==> src/rtl/z_core_alu_seq.sv <==
// z_core_alu_seq: sequential RV32 ALU with decode, serial shifter and a valid/ready handshake.
// Define Z_CORE_ALU_SEQ_FAST_SHIFT_EN to replace the serial shifter with a single-cycle barrel shifter.
module z_core_alu_seq #(
   parameter int XLEN = 32
) (
   input  logic            clk,
   input  logic            rstn,
   input  logic            flush,
   input  logic            in_valid,
   output logic            in_ready,
   input  logic [6:0]      in_op,
   input  logic [2:0]      in_funct3,
   input  logic [6:0]      in_funct7,
   input  logic [XLEN-1:0] in_a,
   input  logic [XLEN-1:0] in_b,
   output logic            out_valid,
   input  logic            out_ready,
   output logic [XLEN-1:0] out_result,
   output logic            out_taken,
   output logic            out_illegal
);
   localparam logic [1:0] S_IDLE = 2'd0, S_EXEC = 2'd1, S_SHIFT = 2'd2, S_DONE = 2'd3;
   localparam logic [3:0] ALU_ADD = 4'd0, ALU_SUB = 4'd1, ALU_SLL = 4'd2, ALU_SLT = 4'd3,
                          ALU_SLTU = 4'd4, ALU_XOR = 4'd5, ALU_SRL = 4'd6, ALU_SRA = 4'd7,
                          ALU_OR = 4'd8, ALU_AND = 4'd9, ALU_BEQ = 4'd10, ALU_BNE = 4'd11,
                          ALU_BLT = 4'd12, ALU_BGE = 4'd13, ALU_BLTU = 4'd14, ALU_BGEU = 4'd15;

   logic [1:0]      state_q, state_d;
   logic [XLEN-1:0] a_q, a_d, b_q, b_d, res_q, res_d;
   logic [3:0]      code_q, code_d;
   logic            bad_q, bad_d, taken_q, taken_d, ill_q, ill_d;
   logic [4:0]      cnt_q, cnt_d;
   logic [3:0]      dec_code;
   logic            dec_ill;
   logic [XLEN-1:0] alu_res;
   logic            alu_taken, is_shift, lt_s, lt_u, eq;
   logic [4:0]      shamt;
   logic            unused_funct7;

   assign unused_funct7 = ^{in_funct7[6], in_funct7[4:0]};
   assign shamt     = b_q[4:0];
   assign lt_s      = $signed(a_q) < $signed(b_q);
   assign lt_u      = a_q < b_q;
   assign eq        = a_q == b_q;
   assign is_shift  = (code_q == ALU_SLL) || (code_q == ALU_SRL) || (code_q == ALU_SRA);
   assign in_ready  = state_q == S_IDLE;
   assign out_valid = state_q == S_DONE;
   assign out_result  = res_q;
   assign out_taken   = taken_q;
   assign out_illegal = ill_q;

   always_comb begin
      dec_code = ALU_ADD;
      dec_ill  = 1'b0;
      case (in_op)
         7'b0110011, 7'b0010011:
            case (in_funct3)
               3'b000:  dec_code = (in_op == 7'b0110011 && in_funct7[5]) ? ALU_SUB : ALU_ADD;
               3'b001:  dec_code = ALU_SLL;
               3'b010:  dec_code = ALU_SLT;
               3'b011:  dec_code = ALU_SLTU;
               3'b100:  dec_code = ALU_XOR;
               3'b101:  dec_code = in_funct7[5] ? ALU_SRA : ALU_SRL;
               3'b110:  dec_code = ALU_OR;
               default: dec_code = ALU_AND;
            endcase
         7'b0000011, 7'b0100011, 7'b1100111, 7'b1101111, 7'b0110111, 7'b0010111:
            dec_code = ALU_ADD;
         7'b1100011: begin
            // funct3 000/001 -> BEQ/BNE, 1xx -> BLT..BGEU; 010/011 have no branch
            dec_code = in_funct3[2] ? {2'b11, in_funct3[1:0]} : {3'b101, in_funct3[0]};
            dec_ill  = in_funct3[2:1] == 2'b01;
         end
         default: dec_ill = 1'b1;
      endcase
   end

   always_comb begin
      alu_taken = 1'b0;
      alu_res   = '0;
      case (code_q)
         ALU_BEQ:  alu_taken = eq;
         ALU_BNE:  alu_taken = ~eq;
         ALU_BLT:  alu_taken = lt_s;
         ALU_BGE:  alu_taken = ~lt_s;
         ALU_BLTU: alu_taken = lt_u;
         ALU_BGEU: alu_taken = ~lt_u;
         default:  alu_taken = 1'b0;
      endcase
      case (code_q)
         ALU_ADD:  alu_res = a_q + b_q;
         ALU_SUB:  alu_res = a_q - b_q;
`ifdef Z_CORE_ALU_SEQ_FAST_SHIFT_EN
         ALU_SLL:  alu_res = a_q << shamt;
         ALU_SRL:  alu_res = a_q >> shamt;
         ALU_SRA:  alu_res = $unsigned($signed(a_q) >>> shamt);
`endif
         ALU_SLT:  alu_res = {{(XLEN-1){1'b0}}, lt_s};
         ALU_SLTU: alu_res = {{(XLEN-1){1'b0}}, lt_u};
         ALU_XOR:  alu_res = a_q ^ b_q;
         ALU_OR:   alu_res = a_q | b_q;
         ALU_AND:  alu_res = a_q & b_q;
         default:  alu_res = {{(XLEN-1){1'b0}}, alu_taken};
      endcase
   end

   always_comb begin
      state_d = state_q;
      a_d     = a_q;
      b_d     = b_q;
      code_d  = code_q;
      bad_d   = bad_q;
      res_d   = res_q;
      taken_d = taken_q;
      ill_d   = ill_q;
      cnt_d   = cnt_q;
      case (state_q)
         S_IDLE:
            if (in_valid) begin
               a_d     = in_a;
               b_d     = in_b;
               code_d  = dec_code;
               bad_d   = dec_ill;
               res_d   = '0;
               taken_d = 1'b0;
               ill_d   = 1'b0;
               state_d = S_EXEC;
            end
         S_EXEC: begin
            state_d = S_DONE;
            res_d   = bad_q ? '0 : alu_res;
            taken_d = alu_taken & ~bad_q;
            ill_d   = bad_q;
`ifndef Z_CORE_ALU_SEQ_FAST_SHIFT_EN
            if (!bad_q && is_shift) begin
               res_d = a_q;
               if (shamt != 5'd0) begin
                  cnt_d   = shamt;
                  state_d = S_SHIFT;
               end
            end
`endif
         end
         S_SHIFT: begin
            res_d   = (code_q == ALU_SLL) ? {res_q[XLEN-2:0], 1'b0}
                                          : {(code_q == ALU_SRA) & res_q[XLEN-1], res_q[XLEN-1:1]};
            cnt_d   = cnt_q - 5'd1;
            state_d = (cnt_q == 5'd1) ? S_DONE : S_SHIFT;
         end
         default:
            if (out_ready) state_d = S_IDLE;
      endcase
      if (flush) state_d = S_IDLE;
   end

   always_ff @(posedge clk or negedge rstn) begin
      if (!rstn) begin
         state_q <= S_IDLE;
         a_q     <= '0;
         b_q     <= '0;
         code_q  <= ALU_ADD;
         bad_q   <= 1'b0;
         res_q   <= '0;
         taken_q <= 1'b0;
         ill_q   <= 1'b0;
         cnt_q   <= '0;
      end else begin
         state_q <= state_d;
         a_q     <= a_d;
         b_q     <= b_d;
         code_q  <= code_d;
         bad_q   <= bad_d;
         res_q   <= res_d;
         taken_q <= taken_d;
         ill_q   <= ill_d;
         cnt_q   <= cnt_d;
      end
   end
endmodule

==> config.mk <==
export PLATFORM = sky130hd
export DESIGN_NAME = z_core_alu_seq
export DESIGN_NICKNAME = d
export VERILOG_FILES = /design/src/rtl/z_core_alu_seq.sv
export SDC_FILE = /design/constraint.sdc
export NUM_CORES = 1
export LEC_CHECK = 0
export ABC_AREA = 1
export BUFFER_PORTS_ARGS = -buffer_cell sky130_fd_sc_hd__buf_4
export CORE_MARGIN = 10
export CORE_UTILIZATION = 39
export DETAILED_ROUTE_END_ITERATION = 12
export HOLD_SLACK_MARGIN = 0.05
export PLACE_DENSITY = 0.56
export SLEW_MARGIN = 15
export SYNTH_ARGS = -nofsm -noshare
export SYNTH_HDL_FRONTEND = slang
export SYNTH_SLANG_ARGS = --single-unit
==> constraint.sdc <==
create_clock -name clk -period 6.3 [get_ports clk]
set_input_delay 0 -clock clk [delete_from_list [all_inputs] [get_ports clk]]
set_output_delay 0 -clock clk [all_outputs]
set_load 0.03 [all_outputs]
# Word level (Yosys, flattened, before mapping)
# Index checks and enable logic that the tools add are counted.
# word_totals
inputBits,86
register_bits,110
word_cells,109
# op_classes
reduce_logical,20
add_sub_neg,3
n_lt_le_gt_ge,2
muxes,26
n_eq_ne,40
n_bitwise,9
# op_table
cell,count
32-bit case mux with 7 select lines,1
32-bit 2-to-1 mux,4
32-bit case mux with 3 select lines,1
32-bit less-than comparator,2
32-bit adder,1
32-bit AND,1
32-bit == test,1
"4-bit == test, second input constant",8
32-bit bitwise OR,1
32-bit subtractor,1
32-bit bitwise XOR,1
4-bit case mux with 7 select lines,1
"7-bit by 6-bit == test with 1-bit output, second input constant",3
"7-bit == test, second input constant",3
"4-bit by 3-bit == test with 1-bit output, second input constant",4
"7-bit by 5-bit == test with 1-bit output, second input constant",2
5-bit 2-to-1 mux,2
5-bit case mux with 2 select lines,1
5-bit nonzero test,2
"3-bit == test, second input constant",3
"4-bit by 2-bit == test with 1-bit output, second input constant",2
4-bit case mux with 2 select lines,1
2-bit AND reduction,4
8-bit OR reduction,1
other kinds (28),49

# Depth between registers and ports, before layout
# depth
word_depth,7
mapped_depth,22
mapped_depth_nobuf,22

# Worst setup path before layout
# No wires, ideal clock.
# synth_path
path_type,register to register
from,reg b_q[0]
to,"reg res_q[16], in the netlist out_result[16]"
stages_incl_launch_ff,22
t_arrival_ps,2169
required_ps,6183
slack_ps,4015
setup_time_ps,117
synth_period_minus_slack_ps,2285
path_cell_list,dfrtp_1 > ha_1 > inv_1 > fa_1 > inv_1 > nand3_1 > nand2_1 > inv_1 > o21ai_2 > nand2_1 > nand2_1 > nand2_1 > nand2_1 > nand2_1 > nand3_1 > nand3_1 > nand2_1 > o21ai_1 > nand2_1 > nand2_1 > nand2_1 > nand2_1
# synth_via
elab_chain_len,5
elab_cells_between_ends,6
classes_between,2 x add/sub; 4 x mux
# synth_rtl
item,line,source
start: declaration,29,"logic [XLEN-1:0] a_q, a_d, b_q, b_d, res_q, res_d;"
start signal: assignment,160,b_q <= '0;
start signal: assignment,170,b_q <= b_d;
32-bit subtractor / 32-bit adder (equally long branches),"92, 91",
32-bit case mux with 7 select lines (*),90,case (code_q)
32-bit 2-to-1 mux (*),131,res_d = bad_q ? '0 : alu_res;
32-bit 2-to-1 mux (*),135,if (!bad_q && is_shift) begin
32-bit case mux with 3 select lines (*),117,case (state_q)
end signal: assignment,173,res_q <= res_d;
end: declaration,29,
# Every way passes the cells marked *; elsewhere a longest branch is shown, timed or not.
# A chain may end at the register's enable or synchronous reset.

# Worst setup path in the final report
# layout_path
from,reg code_q[3]
to,"reg res_q[13], in the netlist out_result[13]"
# layout_via
elab_chain_len,6
elab_cells_between_ends,18
classes_between,9 x eq/ne; 5 x mux; 4 x reduce/logical
# layout_rtl
item,line,source
start: declaration,30,"logic [3:0] code_q, code_d;"
start signal: assignment,171,code_q <= code_d;
"parallel branches: the longest is 5 deep, another holds 32-bit case mux with 7 select lines",-,
32-bit case mux with 3 select lines (*),117,
# Mark *: on every way between the ends.

==> out/qor.txt <==
DR vias: 12700
Final min period: 3100 ps
Final cell count without fillers: 2365
I/O Pins: 122
Number of max-cap violations: 0
Worst-margin pin slew: 1000 ps
Most frequent CP cell: nand2_1
Top FF cell, synth: dfrtp_1
Cts hold-fix bufs: 71
Fin. max-slew vios: 0
Critical path fanouts, max: 27
Number of fill cells: 3074
Peak VDD IR: 0.000210 V
M1 wire length: 21300 um
Hold_ws: 63.9 ps
Seq pwr share: 15.3%
H-tree levels: 3
Finished Cell Area: 13600 um^2
Mapped Cells: 1842
Total CTS buffers: 9
Avg Synthesized Cell Area: 6.23 um^2
Clock tree buffer depth: 2
Die area: 36700 um^2
Cells after DPL: 2278
FP Rows: 62
Internal power: 3070 uW
FF+latch area: 2750 um^2
Area growth syn-to-layout: 18.6%
Post-synthesis cell area: 11500 um^2
Die W: 191 um
Seq/Total Area, Yosys: 24.0%
Clock latency on the worst-skew pair: 390 ps
DR WL/cell: 19.0 um
Critical path required time: 6620 ps
Final setup TNS: 0 ps
Synth Register Bits: 110
PwrDens: 586 nW/um^2
GRT Total Usage: 24.3%
Worst-path cell chain: inv_1 -> nand2_1 -> nor2_4 -> inv_1 -> a21oi_1 -> o21ai_0 -> nand3_1 -> nand2_1 -> o21ai_1 -> nand2_1 -> nand2_1 -> nand2_1 -> nand2_1
Setup crit start kind: register
Area of the multi-input gates: 7400 um^2
Synth cell types: 50
Core Region: 28900 um^2
ANT nets after route: 0
Largest net degree at the start of global routing: 80
Slew margin rel.: 33.0%
EDFF count, synth: 0
DR vias/cell: 5.36
Part of the power in the clock network: 8.3%
Global route overflow: 0
Final Setup Violations: 0
Placer Congestion: 0.992
Slowest-stage cell, CP: nor2_4
Comb power frac: 76.4%
Final hold viol count: 0
Final WL: 45000 um
Crit Path Category: register to register
Setup crit end kind: register
CTS Sinks: 110
Sw Ratio: 61.4%
Clk root buf: clkbuf_16
Max Freq: 0.322 GHz
Net switching power: 4900 uW
HP Class: input port to register
Crit path arrival time: 3430 ps
Clock Skews: 11.5 ps
Crit share post-route: 49.2%
Setup bufs post-CTS: 0
DRT iter0 DRCs: 1070
Syn nets: 2040
DR WL met2: 19500 um
Drc violations: 0
Starting density of the core: 39.7%
Post-DP HPWL: 35000 um
Cell Area, Placed: 12600 um^2
Fin nets: 2174
Status: finished clean
Clock slew at reported path FFs: 80 ps
DR WL met3: 3650 um
# resized after CTS: 0
First-pass GRT wire length: 69400 um
CTS tree: yes
Chip height: 191 um
Warnings, synthesis: 0
Detailed-router iteration count before antenna repair: 6
# diodes: 0
CP max stage delay: 750 ps
Layout cell share with drive strength beyond 1: 10.2%
Setup repair after global routing missed its margin: no
Ys async rst share: 100%
Vias in the first global route: 12300
Initial antenna violation count: 1
Leakage: 0.00699 uW
Highest routed layer: met5
Number of port buffers: 115
-- registers in the layout (all words and copies together), names as in the netlist --
register     cells
a_q             32
b_q             32
bad_q            1
cnt_q            5
code_q           4
out_illegal      1
out_result      32
out_taken        1
state_q          2
-- cell families after synthesis --
group	share of synthesized area [%]
AND/OR/NAND/NOR	32.1
buffers and inverters	11.6
AO/OA/AOI/OAI	19.5
flip-flops	24.0
adder cells (fa/ha/maj)	12.4
XOR/XNOR	0.458
-- cell usage in the layout (no fill, tap or decap), types with 19 or more instances in the layout --
cell	synthesis	final
nand3_1	134	134
nor3_1	19	19
dlygate4sd3_1	0	71
o22ai_1	26	26
nor2_1	114	114
dfrtp_1	110	110
a21oi_1	107	107
inv_1	237	236
o21ai_0	158	158
nand2_1	570	570
inv_2	25	25
o21ai_1	28	28
buf_4	9	124
ha_1	110	110
-- cells in the mapped netlist, drive strengths merged (4+ instances only) --
library cell | n | area, um^2
a21oi | 115 | 628
a221oi | 13 | 126
a22oi | 9 | 67.6
and2 | 4 | 25.0
buf | 38 | 206
clkbuf | 34 | 128
dfrtp | 110 | 2750
ha | 110 | 1380
inv | 262 | 983
nand2 | 582 | 2240
nand3 | 135 | 681
nand4 | 13 | 81.3
nor2 | 124 | 495
nor3 | 20 | 105
nor4 | 4 | 25.0
o211ai | 11 | 82.6
o21ai | 187 | 940
o21bai | 13 | 97.6
o221ai | 4 | 35.0
o22ai | 26 | 163
xor2 | 4 | 35.0
-- stage by stage --
stage	setup slack, ps	util (%)	total power, uW
final	3200	47.1	7970
after global placement	3290	43.5	7120
after global routing	2920	47.1	8700
after floorplan	4010	-	5330
after CTS	3290	47.1	7860
after detailed placement	3320	43.5	7120
-- layer usage --
layer / vias up / GRT usage, %
li1: 6216 / -
met1: 6002 / 33.8
met2: 421 / 36.8
met3: 33 / 6.47
met4: 2 / 5.02
met5: - / 0
-- worst max-delay path, delay by kind of cell, from the launching register on --
kind	cells	cell delay [ps]
buf+inv	2	610
flops	1	410
compound gates	3	620
simple gates	8	1410
-- power groups by stage --
stage / Sequential, uW / Clock [uW] / Combinational, uW
2_1_floorplan: 1240 / 0 / 4090
3_3_place_gp: 1220 / 0 / 5890
3_5_place_dp: 1230 / 0 / 5890
4_1_cts: 1220 / 680 / 5960
5_1_grt: 1260 / 701 / 6730
6_report: 1220 / 661 / 6090
-- cell type report --
| cell class | instances | share of cell area [%] |
|---|---|---|
| Multi-Input combinational cell | 1395 | 54.4 |
| Sequential cell | 110 | 20.2 |
| Timing Repair Buffer | 195 | 12.1 |
| Inverter | 265 | 7.34 |
| Tap cell | 384 | 3.53 |
| Clock buffer | 10 | 1.76 |
| Clock inverter | 6 | 0.662 |
-- worst paths after layout --
| path | from | slack, ps | depth (start not counted) | end |
|---|---|---|---|---|
| setup / recovery | code_q[3] | 3200 | 13 | out_result[13] |
| hold / removal | in_op[2] | 60 | 5 | bad_q |
| setup reg to reg | code_q[3] | 3200 | 13 | out_result[13] |
| hold reg to reg | out_result[8] | 520 | 2 | out_result[8] |
| max in group asynchronous | rstn | 4750 | 3 | code_q[2] |
| min in group asynchronous | rstn | 210 | 2 | b_q[15] |
Power figures use the tool's default switching activity.
